[src/rtl/mem_port_arbiter.sv]
// Shares the single-port main memory between instruction fetch and load/store.
// One access at a time, held for MEM_LAT cycles, round-robin on simultaneous requests.
module mem_port_arbiter #(
  parameter int ADDR_W  = 9,
  parameter int DATA_W  = 32,
  parameter int MEM_LAT = 2
) (
  input  logic              clock,
  input  logic              rst,
  input  logic              if_req,
  input  logic [ADDR_W-1:0] if_addr,
  output logic              if_gnt,
  output logic              if_rvalid,
  output logic [DATA_W-1:0] if_rdata,
  input  logic              d_req,
  input  logic              d_we,
  input  logic [ADDR_W-1:0] d_addr,
  input  logic [DATA_W-1:0] d_wdata,
  output logic              d_gnt,
  output logic              d_done,
  output logic [DATA_W-1:0] d_rdata,
  output logic              mem_en,
  output logic              mem_we,
  output logic [ADDR_W-1:0] mem_addr,
  output logic [DATA_W-1:0] mem_wdata,
  input  logic [DATA_W-1:0] mem_rdata,
  output logic              busy
);

  localparam logic [1:0] S_IDLE   = 2'd0;
  localparam logic [1:0] S_ACCESS = 2'd1;
  localparam logic [1:0] S_RESP   = 2'd2;

  localparam logic OWN_FETCH = 1'b0;
  localparam logic OWN_DATA  = 1'b1;

  localparam logic [3:0] CNT_INIT = 4'(MEM_LAT - 1);

  logic [1:0]        r_state;
  logic [3:0]        r_cnt;
  logic              r_owner;
  logic              r_last_winner;
  logic [ADDR_W-1:0] r_addr;
  logic [DATA_W-1:0] r_wdata;
  logic              r_we;
  logic [DATA_W-1:0] r_if_rdata;
  logic [DATA_W-1:0] r_d_rdata;

  logic w_idle;
  logic w_if_gnt;
  logic w_d_gnt;
  logic w_resp;

  // Round-robin: on a tie the requester that did not win last time goes first.
  assign w_idle   = (r_state == S_IDLE) && !rst;
  assign w_if_gnt = w_idle && if_req && (!d_req || (r_last_winner == OWN_DATA));
  assign w_d_gnt  = w_idle && d_req && (!if_req || (r_last_winner == OWN_FETCH));
  assign w_resp   = (r_state == S_RESP) && !rst;

  assign if_gnt    = w_if_gnt;
  assign d_gnt     = w_d_gnt;
  assign if_rvalid = w_resp && (r_owner == OWN_FETCH);
  assign d_done    = w_resp && (r_owner == OWN_DATA);
  assign if_rdata  = r_if_rdata;
  assign d_rdata   = r_d_rdata;
  assign mem_en    = (r_state == S_ACCESS);
  assign mem_we    = (r_state == S_ACCESS) && r_we;
  assign mem_addr  = r_addr;
  assign mem_wdata = r_wdata;
  assign busy      = (r_state != S_IDLE);

  always_ff @(posedge clock) begin
    if (rst) begin
      r_state       <= S_IDLE;
      r_cnt         <= 4'd0;
      r_owner       <= OWN_FETCH;
      r_last_winner <= OWN_DATA;
      r_addr        <= '0;
      r_wdata       <= '0;
      r_we          <= 1'b0;
      r_if_rdata    <= '0;
      r_d_rdata     <= '0;
    end else begin
      case (r_state)
        S_IDLE: begin
          if (w_if_gnt || w_d_gnt) begin
            r_owner       <= w_d_gnt;
            r_last_winner <= w_d_gnt;
            r_addr        <= w_d_gnt ? d_addr : if_addr;
            r_we          <= w_d_gnt && d_we;
            if (w_d_gnt) begin
              r_wdata <= d_wdata;
            end
            r_cnt   <= CNT_INIT;
            r_state <= S_ACCESS;
          end
        end
        S_ACCESS: begin
          // Read data is only valid in the final access cycle.
          if (r_cnt == 4'd0) begin
            if (!r_we) begin
              if (r_owner == OWN_FETCH) begin
                r_if_rdata <= mem_rdata;
              end else begin
                r_d_rdata <= mem_rdata;
              end
            end
            r_state <= S_RESP;
          end else begin
            r_cnt <= r_cnt - 4'd1;
          end
        end
        S_RESP: begin
          r_state <= S_IDLE;
        end
        default: begin
          r_state <= S_IDLE;
        end
      endcase
    end
  end

endmodule

[config.mk]
export PLATFORM = sky130hd
export DESIGN_NAME = mem_port_arbiter
export DESIGN_NICKNAME = d
export VERILOG_FILES = /design/src/rtl/mem_port_arbiter.sv
export SDC_FILE = /design/constraint.sdc
export NUM_CORES = 1
export LEC_CHECK = 0
export ABC_CLOCK_PERIOD_IN_PS = 3100
export CORE_MARGIN = 5
export CORE_UTILIZATION = 48
export CTS_BUF_LIST = sky130_fd_sc_hd__clkbuf_4
export DETAILED_ROUTE_END_ITERATION = 7
export PLACE_DENSITY = 0.89
export REMOVE_ABC_BUFFERS = 1
export SYNTH_ARGS = -nofsm -noshare
export SYNTH_HDL_FRONTEND = slang
export SYNTH_SLANG_ARGS = --single-unit
export TNS_END_PERCENT = 30
[constraint.sdc]
create_clock -name clock -period 3.1 [get_ports clock]
set_input_delay 0.465 -clock clock [delete_from_list [all_inputs] [get_ports clock]]
set_output_delay 0.465 -clock clock [all_outputs]
set_load 0.01 [all_outputs]
==> results_dict.tcl, run 1 <==
set metrics [dict create \
    status "complete, no violations" \
    cts_root_buf "clkbuf_4" \
    post_cts_resized 0 \
    yosys_register_bits 114 \
    final_antenna_net_count 0 \
    multi_input_area_sq_um 2300 \
    holdWs_ps 396 \
    utilization 0.732 \
    worstPathArrival_ps 2270 \
    net-switching-power_uw 868 \
    final_area_sq_um 7130 \
    area_growth_syn_to_layout_pct 49.2 \
    finalMaxSlewViolations 0 \
    async_reset_ff_frac 0 \
    worstReg2RegStart "r_cnt[0]" \
    syn_area_per_cell_sq_um 9.57 \
    rsz0062_at_grt "no" \
    die_x_um 110 \
    yosysSeqAreaShare 0.478 \
    clock-sinks 114 \
    die_area_sq_um 12000 \
    switching_share 0.256 \
    finalPower_uw 3390 \
    wl_mm 13.7 \
    ys_types 34 \
    cp-start-kind "flip-flop" \
    clock_skew_ps 16.9 \
    worst-slew-pin-transition_ps 844 \
    routedWlPerCell_um 16.5 \
    leakagePower_uw 0.00268 \
    cts_tree "yes" \
    antenna_found_initial 0 \
    worst_r2r_endpoint "d_rdata[0]" \
    period_share 0.883 \
    num_rows 36 \
    fillers 706 \
    drcViolationCount 0 \
    combPwrFrac 0.176 \
    max-slew-margin-rel 0.433 \
    initial_core_util 0.491 \
    post_cts_buffers 0 \
    io_buffers 198 \
    fin_crit_ps 2740 \
    drive_above_1_share 0.0662 \
    power.internal_uw 2520 \
    die_h_um 110 \
    worst_slack_ps 364 \
    numCtsBuffers 17 \
    grt.total_usage 0.231 \
    synth_edf_count 0 \
    clk_latency_ps 490 \
    cp_max_fo 14 \
    clkPwrFrac 0.354 \
    dpl_cell_area_sq_um 6820 \
    maxCapViolations 0 \
    drtIter0Drc 193 \
    ff2ff_path_depth 6 \
    whs_path_depth 3 \
    grt_max_degree 82 \
    seq_area_sq_um 2280 \
    routabilityCongestion 0.761 \
    maxClockFrequency_mhz 366 \
    clockBufferDepth 2 \
    crit_type "reg2out" \
    synth_flop_cell "dfxtp_1" \
    finalHoldViolCount 0 \
    powerDensity_nw_per_um2 475 \
    nets 772 \
    hold_end "r_owner" \
    clkTransAtPathRegs_ps 100 \
    antennaDiodeCount 0 \
    pin_count 199 \
    grt_pass1_wl_mm 21.6 \
    final_cell_mix "clkdlybuf4s50_1, nand2b_1, dfxtp_1" \
    endpoint_kind "output port" \
    r2r_slack_ps 1000 \
    vias 4300 \
    synth_area_sq_um 4780 \
    min_from "rst" \
    htreeDepth 4 \
    viasPerCell 5.19 \
    setup_violations 0 \
    power_frac_seq 0.470 \
    ir_drop_v 0.000283 \
    grt_overflow 0 \
    core_area_sq_um 9730 \
    ctsHoldBuffers 0 \
    synthCells 499 \
    first_pass_iters 5 \
    grt_pass1_vias 4351 \
    cp.required_ps 2630 \
    hpwl_mm 9.95 \
    hp-class "in2reg" \
    mostFrequentLayoutCell "clkdlybuf4s50_1" \
    pre_cts_slack_ps 495 \
    yosysWarningCount 0 \
]
-- through the flow --
stage,setup TNS [ps],std cells
after floorplan,-73680,458
after global placement,0,797
after detailed placement,0,797
after CTS,0,828
after global routing,0,828
final,0,828
-- layout make-up --
cell class	count	share of cell area
Inverter	7	0.00369
Multi-Input combinational cell	337	0.323
Timing Repair Buffer	206	0.286
Sequential cell	114	0.320
Clock buffer	19	0.0200
Tap cell	133	0.0234
Clock inverter	12	0.0232
-- how the worst max path moves through the flow --
stage	to	startpoint	depth (start not counted)	slack, ps
after floorplan	if_rdata[0]	r_cnt[0]	5	-2060
after global placement	if_gnt	if_req	4	560
after detailed placement	if_gnt	if_req	4	490
after CTS	d_gnt	r_state[1]	4	300
after global routing	d_gnt	r_state[0]	4	190
final	d_gnt	r_state[1]	4	360
-- layer usage --
metal,track usage,up-vias,wire (um)
li1,-,2085,-
met1,0.253,2014,5300
met2,0.396,188,6640
met3,0.116,13,1600
met4,0.0597,0,129
met5,0,-,0
-- power groups by stage --
stage               Sequential (uW)  Clock (uW)  Combinational [uW]
CTS                            1590        1230                 600
floorplan                      1650           0                 220
finish                         1590        1200                 595
global placement               1620           0                 582
detailed placement             1620           0                 597
global route                   1600        1300                 642
-- cell usage after synthesis, drive strengths merged (3+ instances only) --
cell,instances,area [sq um]
a21oi,14,70.1
nor2,3,11.3
dfxtp,114,2280
nand2b,129,807
mux2i,64,641
o21ai,43,215
buf,8,62.6
inv,7,26.3
a311oi,9,78.8
nand3,43,215
or4,4,30.0
or3,3,18.8
clkbuf,33,124
-- critical path, cell delays in order (launching register included) --
cell	delay (ps)
dfxtp_1	360
or3_1	450
buf_4	220
nor2_1	170
clkdlybuf4s50_1	590
-- registers in the layout (all words and copies together) (netlist names) --
register	flops
d_rdata	32
if_rdata	32
mem_wdata	32
mem_addr	9
r_cnt	4
r_state	2
r_last_winner	1
r_owner	1
r_we	1
-- cell families (layout without fill, tap and decap cells) --
group                      Yosys count  count (layout)  share of synthesized area
and+or+nand+nor                    195             195                      0.245
buffers and inverters               48             244                     0.0445
muxes                               64              64                      0.134
DFF                                114             114                      0.478
AOI/OAI and AO/OA                   76              76                     0.0930
adders and majority gates            2               2                    0.00524
Note: power is estimated with default switching activity, not from simulation.
==> run 2, diff against run 1 <==
--- a/config.mk
+++ b/config.mk
@@ -5,13 +5,15 @@
 export SDC_FILE = /design/constraint.sdc
 export NUM_CORES = 1
 export LEC_CHECK = 0
+export ABC_AREA = 1
 export ABC_CLOCK_PERIOD_IN_PS = 3100
 export CORE_MARGIN = 5
-export CORE_UTILIZATION = 48
+export CORE_UTILIZATION = 46
 export CTS_BUF_LIST = sky130_fd_sc_hd__clkbuf_4
 export DETAILED_ROUTE_END_ITERATION = 7
-export PLACE_DENSITY = 0.89
+export PLACE_DENSITY = 0.88
 export REMOVE_ABC_BUFFERS = 1
+export SETUP_SLACK_MARGIN = 0.05
 export SYNTH_ARGS = -nofsm -noshare
 export SYNTH_HDL_FRONTEND = slang
 export SYNTH_SLANG_ARGS = --single-unit
==> run 2 against run 1 <==
Effect of this change: synthesized cell count up 13%; clock skew increased by 3.4 ps; largest power group unchanged; sequential power rose by 3%; synthesized area down 9.9%; routed wire length is 4.4% lower; final area down 7.9%; clock power down 13%; setup slack better by 300 ps.
==> results_dict.tcl, run 2 <==
set metrics [dict create \
    status "complete, no violations" \
    endpoint_kind "output port" \
    worst-slew-pin-transition_ps 631 \
    clk_latency_ps 470 \
    combPwrFrac 0.205 \
    wl_mm 13.1 \
    drtIter0Drc 242 \
    grt_max_degree 77 \
    leakagePower_uw 0.00266 \
    dpl_cell_area_sq_um 6290 \
    maxClockFrequency_mhz 411 \
    crit_chain "nor2_4 > nand2_2 > nor2_2 > clkdlybuf4s50_1" \
    rsz0062_at_grt "no" \
    crit_type "reg2out" \
    synth_area_sq_um 4300 \
    area_growth_syn_to_layout_pct 52.5 \
    core_area_sq_um 9200 \
    yosysWarningCount 0 \
    cts_tree "yes" \
    cp.required_ps 2630 \
    synth_edf_count 0 \
    synth_top_area_cell "dfxtp_1" \
    die_area_sq_um 11400 \
    finalMaxSlewViolations 0 \
    crit_path_max_incr_delay_ps 580 \
    cts_root_buf "clkbuf_4" \
    final_antenna_net_count 0 \
    maxCapViolations 0 \
    num_rows 35 \
    synth_common_cells "nor2_1, dfxtp_1, nand2_1" \
    mostFrequentLayoutCell "clkdlybuf4s50_1" \
    grt_pass1_wl_mm 20.7 \
    syn_area_per_cell_sq_um 7.60 \
    max-slew-margin-rel 0.579 \
    fin_crit_ps 2440 \
    drive_above_1_share 0.0663 \
    initial_core_util 0.468 \
    powerDensity_nw_per_um2 512 \
    power_frac_seq 0.486 \
    first_pass_iters 5 \
    htreeDepth 4 \
    wl_met2_mm 6.14 \
    synth_flop_cell "dfxtp_1" \
    grt_overflow 0 \
    grt.total_usage 0.226 \
    route.layer.met1.wl_mm 5.36 \
    io_buffers 198 \
    hp-class "reg2reg" \
    vias 4447 \
    ir_drop_v 0.000231 \
    clkPwrFrac 0.309 \
    final_area_sq_um 6560 \
    antennaDiodeCount 0 \
    routabilityCongestion 0.841 \
    ctsHoldBuffers 0 \
    cp_max_fo 4 \
    final_cell_mix "clkdlybuf4s50_1, nor2_1, dfxtp_1" \
    synth.area.top_cells "dfxtp_1, nor2_1, nand2_1, o21ai_0, nand3_1" \
    net-switching-power_uw 949 \
    async_reset_ff_frac 0 \
    drcViolationCount 0 \
    setup_violations 0 \
    pin_count 199 \
    period_share 0.786 \
    final.setup.tns_ps 0 \
    numCtsBuffers 17 \
    grt_pass1_vias 4324 \
    routedWlPerCell_um 14.8 \
    nets 846 \
    switching_share 0.282 \
    wl_met3_mm 1.34 \
    yosysSeqAreaShare 0.530 \
    cp-start-kind "flip-flop" \
    die_x_um 107 \
    post_cts_buffers 0 \
    clkTransAtPathRegs_ps 100 \
    power.internal_uw 2410 \
    clock-sinks 114 \
    synthCells 566 \
    post_cts_resized 0 \
    slowest_stage "clkdlybuf4s50_1" \
    clockBufferDepth 2 \
    finalHoldViolCount 0 \
    die_h_um 107 \
    netlist.area_leader.share 0.530 \
    ys_types 27 \
    viasPerCell 5.05 \
    hpwl_mm 9.46 \
    synth_most_common_cell "nor2_1" \
    yosys_register_bits 114 \
    worstPathArrival_ps 1970 \
    top_layer_used "met4" \
    antenna_found_initial 0 \
    clock_skew_ps 20.3 \
]
[run 2: cell types whose count changed in the layout (fill, tap and decap cells not counted), sizes merged, moves of 6 or more]
cell | previous run | this run
a311oi | 9 | 0
inv | 7 | 31
mux2i | 64 | 0
nand2 | 2 | 110
nand2b | 129 | 0
nand3 | 43 | 49
nor2 | 3 | 141
o21ai | 43 | 65
[run 2: power by group through the flow]
stage	clock, uW	combinational, uW	sequential (uW)
final	1040	691	1630
after global placement	0	667	1660
after detailed placement	0	688	1660
after floorplan	0	242	1700
after global routing	1150	754	1650
after CTS	1070	693	1630
[run 2: cell families (layout without fill, tap and decap cells)]
| logic type | count (synthesis) | in the layout | synth area share |
|---|---|---|---|
| simple gates | 306 | 306 | 0.299 |
| flops | 114 | 114 | 0.530 |
| compound gates | 78 | 78 | 0.0913 |
| buf+inv | 65 | 268 | 0.0721 |
| fa+ha+maj | 2 | 2 | 0.00581 |
| xor+xnor | 1 | 1 | 0.00204 |
[run 2: final cells by class]
| type | count | area [sq um] |
|---|---|---|
| inverter | 32 | 123 |
| sequential | 114 | 2280 |
| fill | 695 | 2630 |
| clock inverter | 13 | 138 |
| multi-input combinational | 387 | 1710 |
| clock buffer | 18 | 135 |
| timing repair buffer | 205 | 2030 |
| tap | 111 | 139 |
[run 2: per-stage QoR]
step                setup WS [ps]  instances  power [uW]   util  hold slack, ps
floorplan                     714        533        1940      -             435
global placement              720        849        2330  0.684             452
detailed placement            698        849        2350  0.684             456
CTS                           607        880        3390  0.714             471
global route                  522        880        3550  0.714             475
finish                        664        880        3360  0.714             467
[run 2: final timing paths]
path           startpoint           end  slack, ps  depth (start not counted)
min reg2reg  mem_wdata[9]  mem_wdata[9]        470                          2
max reg2reg      r_cnt[0]   if_rdata[3]        900                          9
max            r_state[0]        if_gnt        660                          4
min          mem_wdata[9]  mem_wdata[9]        470                          2
[run 2: worst max-delay path: cells and delay by family (launching register included)]
kind | cells | cell delay [ps]
flip-flops | 1 | 390
AND/OR/NAND/NOR | 3 | 540
buffers and inverters | 1 | 580
[run 2: layer usage]
layer | track usage | vias to the layer above
met3 | 0.0747 | 21
met1 | 0.267 | 2017
met4 | 0.0849 | 0
li1 | - | 2180
met5 | 0 | -
met2 | 0.380 | 229
==> variant, RTL diff (flow settings as in run 1) <==
The parameter `DATA_W` goes from 32 to 16.
--- a/src/rtl/mem_port_arbiter.sv
+++ b/src/rtl/mem_port_arbiter.sv
@@ -4,3 +4,3 @@
   parameter int ADDR_W  = 9,
-  parameter int DATA_W  = 32,
+  parameter int DATA_W  = 16,
   parameter int MEM_LAT = 2
Ports: changed (5 resized); port bits go from 199 to 119. The function was not compared with the original's and may differ.
==> variant against run 1 <==
Worst setup slack worse by 0.087 ns; sequential cell count down 48; maximum frequency down 3.1%; critical endpoint is now if_gnt; first-iteration DRC count down 46%; wire length down 44%; count of clock-buffer cells in the layout down 7; critical path depth down 1; power down 47%; area after synthesis down 40%; sequential power down 42%; non-clock buffer count down 82; final area down 41%.
==> variant: results (changes against run 1) <==
* Status: finished, final reports clean (unchanged)
* WL met3 at 710 um (was 1.60 mm)
* Depth of the worst register-to-register path at 5 (was 6)
* Clk Latency, worst-skew pair at 0.39 ns (was 0.49 ns)
* Pint at 0.00129 W (was 0.00252 W)
* Vias in the first global route at 2612 (was 4351)
* Hold endpoint: mem_wdata[6] (was r_owner)
* # port buffers at 118 (was 198)
* Min-delay worst type: reg2reg (was in2reg)
* Hpwl dp at 5.64 mm (was 9.95 mm)
* Seq pwr at 0.000929 W (was 0.00159 W)
* Multi-input combinational area share at 34.1% (was 32.3%)
* #MultiIn Comb at 211 (was 337)
* Hold depth at 2 (was 3)
* WP data arrival at 2.36 ns (was 2.27 ns)
* Clk pwr share at 26.4% (was 35.4%)
* Synth Register Bits at 66 (was 114)
* First-pass GRT wire length at 12.4 mm (was 21.6 mm)
* Post-Syn Instances at 308 (was 499)
* Non-filler cells, final at 499 (was 828)
* DRT met1 WL at 3.08 mm (was 5.30 mm)
* Worst-Margin Slew at 0.752 ns (was 0.844 ns)
* WHS at 0.480 ns (was 0.396 ns)
* Seq/total area at 31.4% (was 32.0%)
* Met3 GRT Util at 7.19% (was 11.6%)
## variant: cell types whose count changed in the layout (fill, tap and decap cells not counted), sizes merged, moves of 3 or more
cell	before	now
mux2i	64	32
o21ai	43	27
clkdlybuf4s50	197	117
nand2b	129	67
nor2	3	7
clkinvlp	3	0
clkbuf	19	12
bufinv	4	0
dfxtp	114	66
nand3	43	27
## variant: logic make-up (layout without fill, tap and decap cells)
family          after synthesis  in the layout  synth area share, %
compound gates               60             60                 12.9
mux                          32             32                 11.2
fa+ha+maj                     2              2                0.872
simple gates                117            117                 24.5
buf+inv                      31            147                 4.53
flops                        66             66                 46.0
## variant: critical path, stage by stage, from the launching register on
cell and delay (ns):
dfxtp_1 0.38, or3_1 0.58, a211oi_1 0.40, clkdlybuf4s50_1 0.62
## variant: how the worst max path moves through the flow
stage                     endpoint  slack (ns)
after CTS                   if_gnt        0.28
after detailed placement    if_gnt        0.55
after global placement       d_gnt        0.59
after floorplan           r_cnt[1]       -0.02
final                       if_gnt        0.28
after global routing        if_gnt        0.12
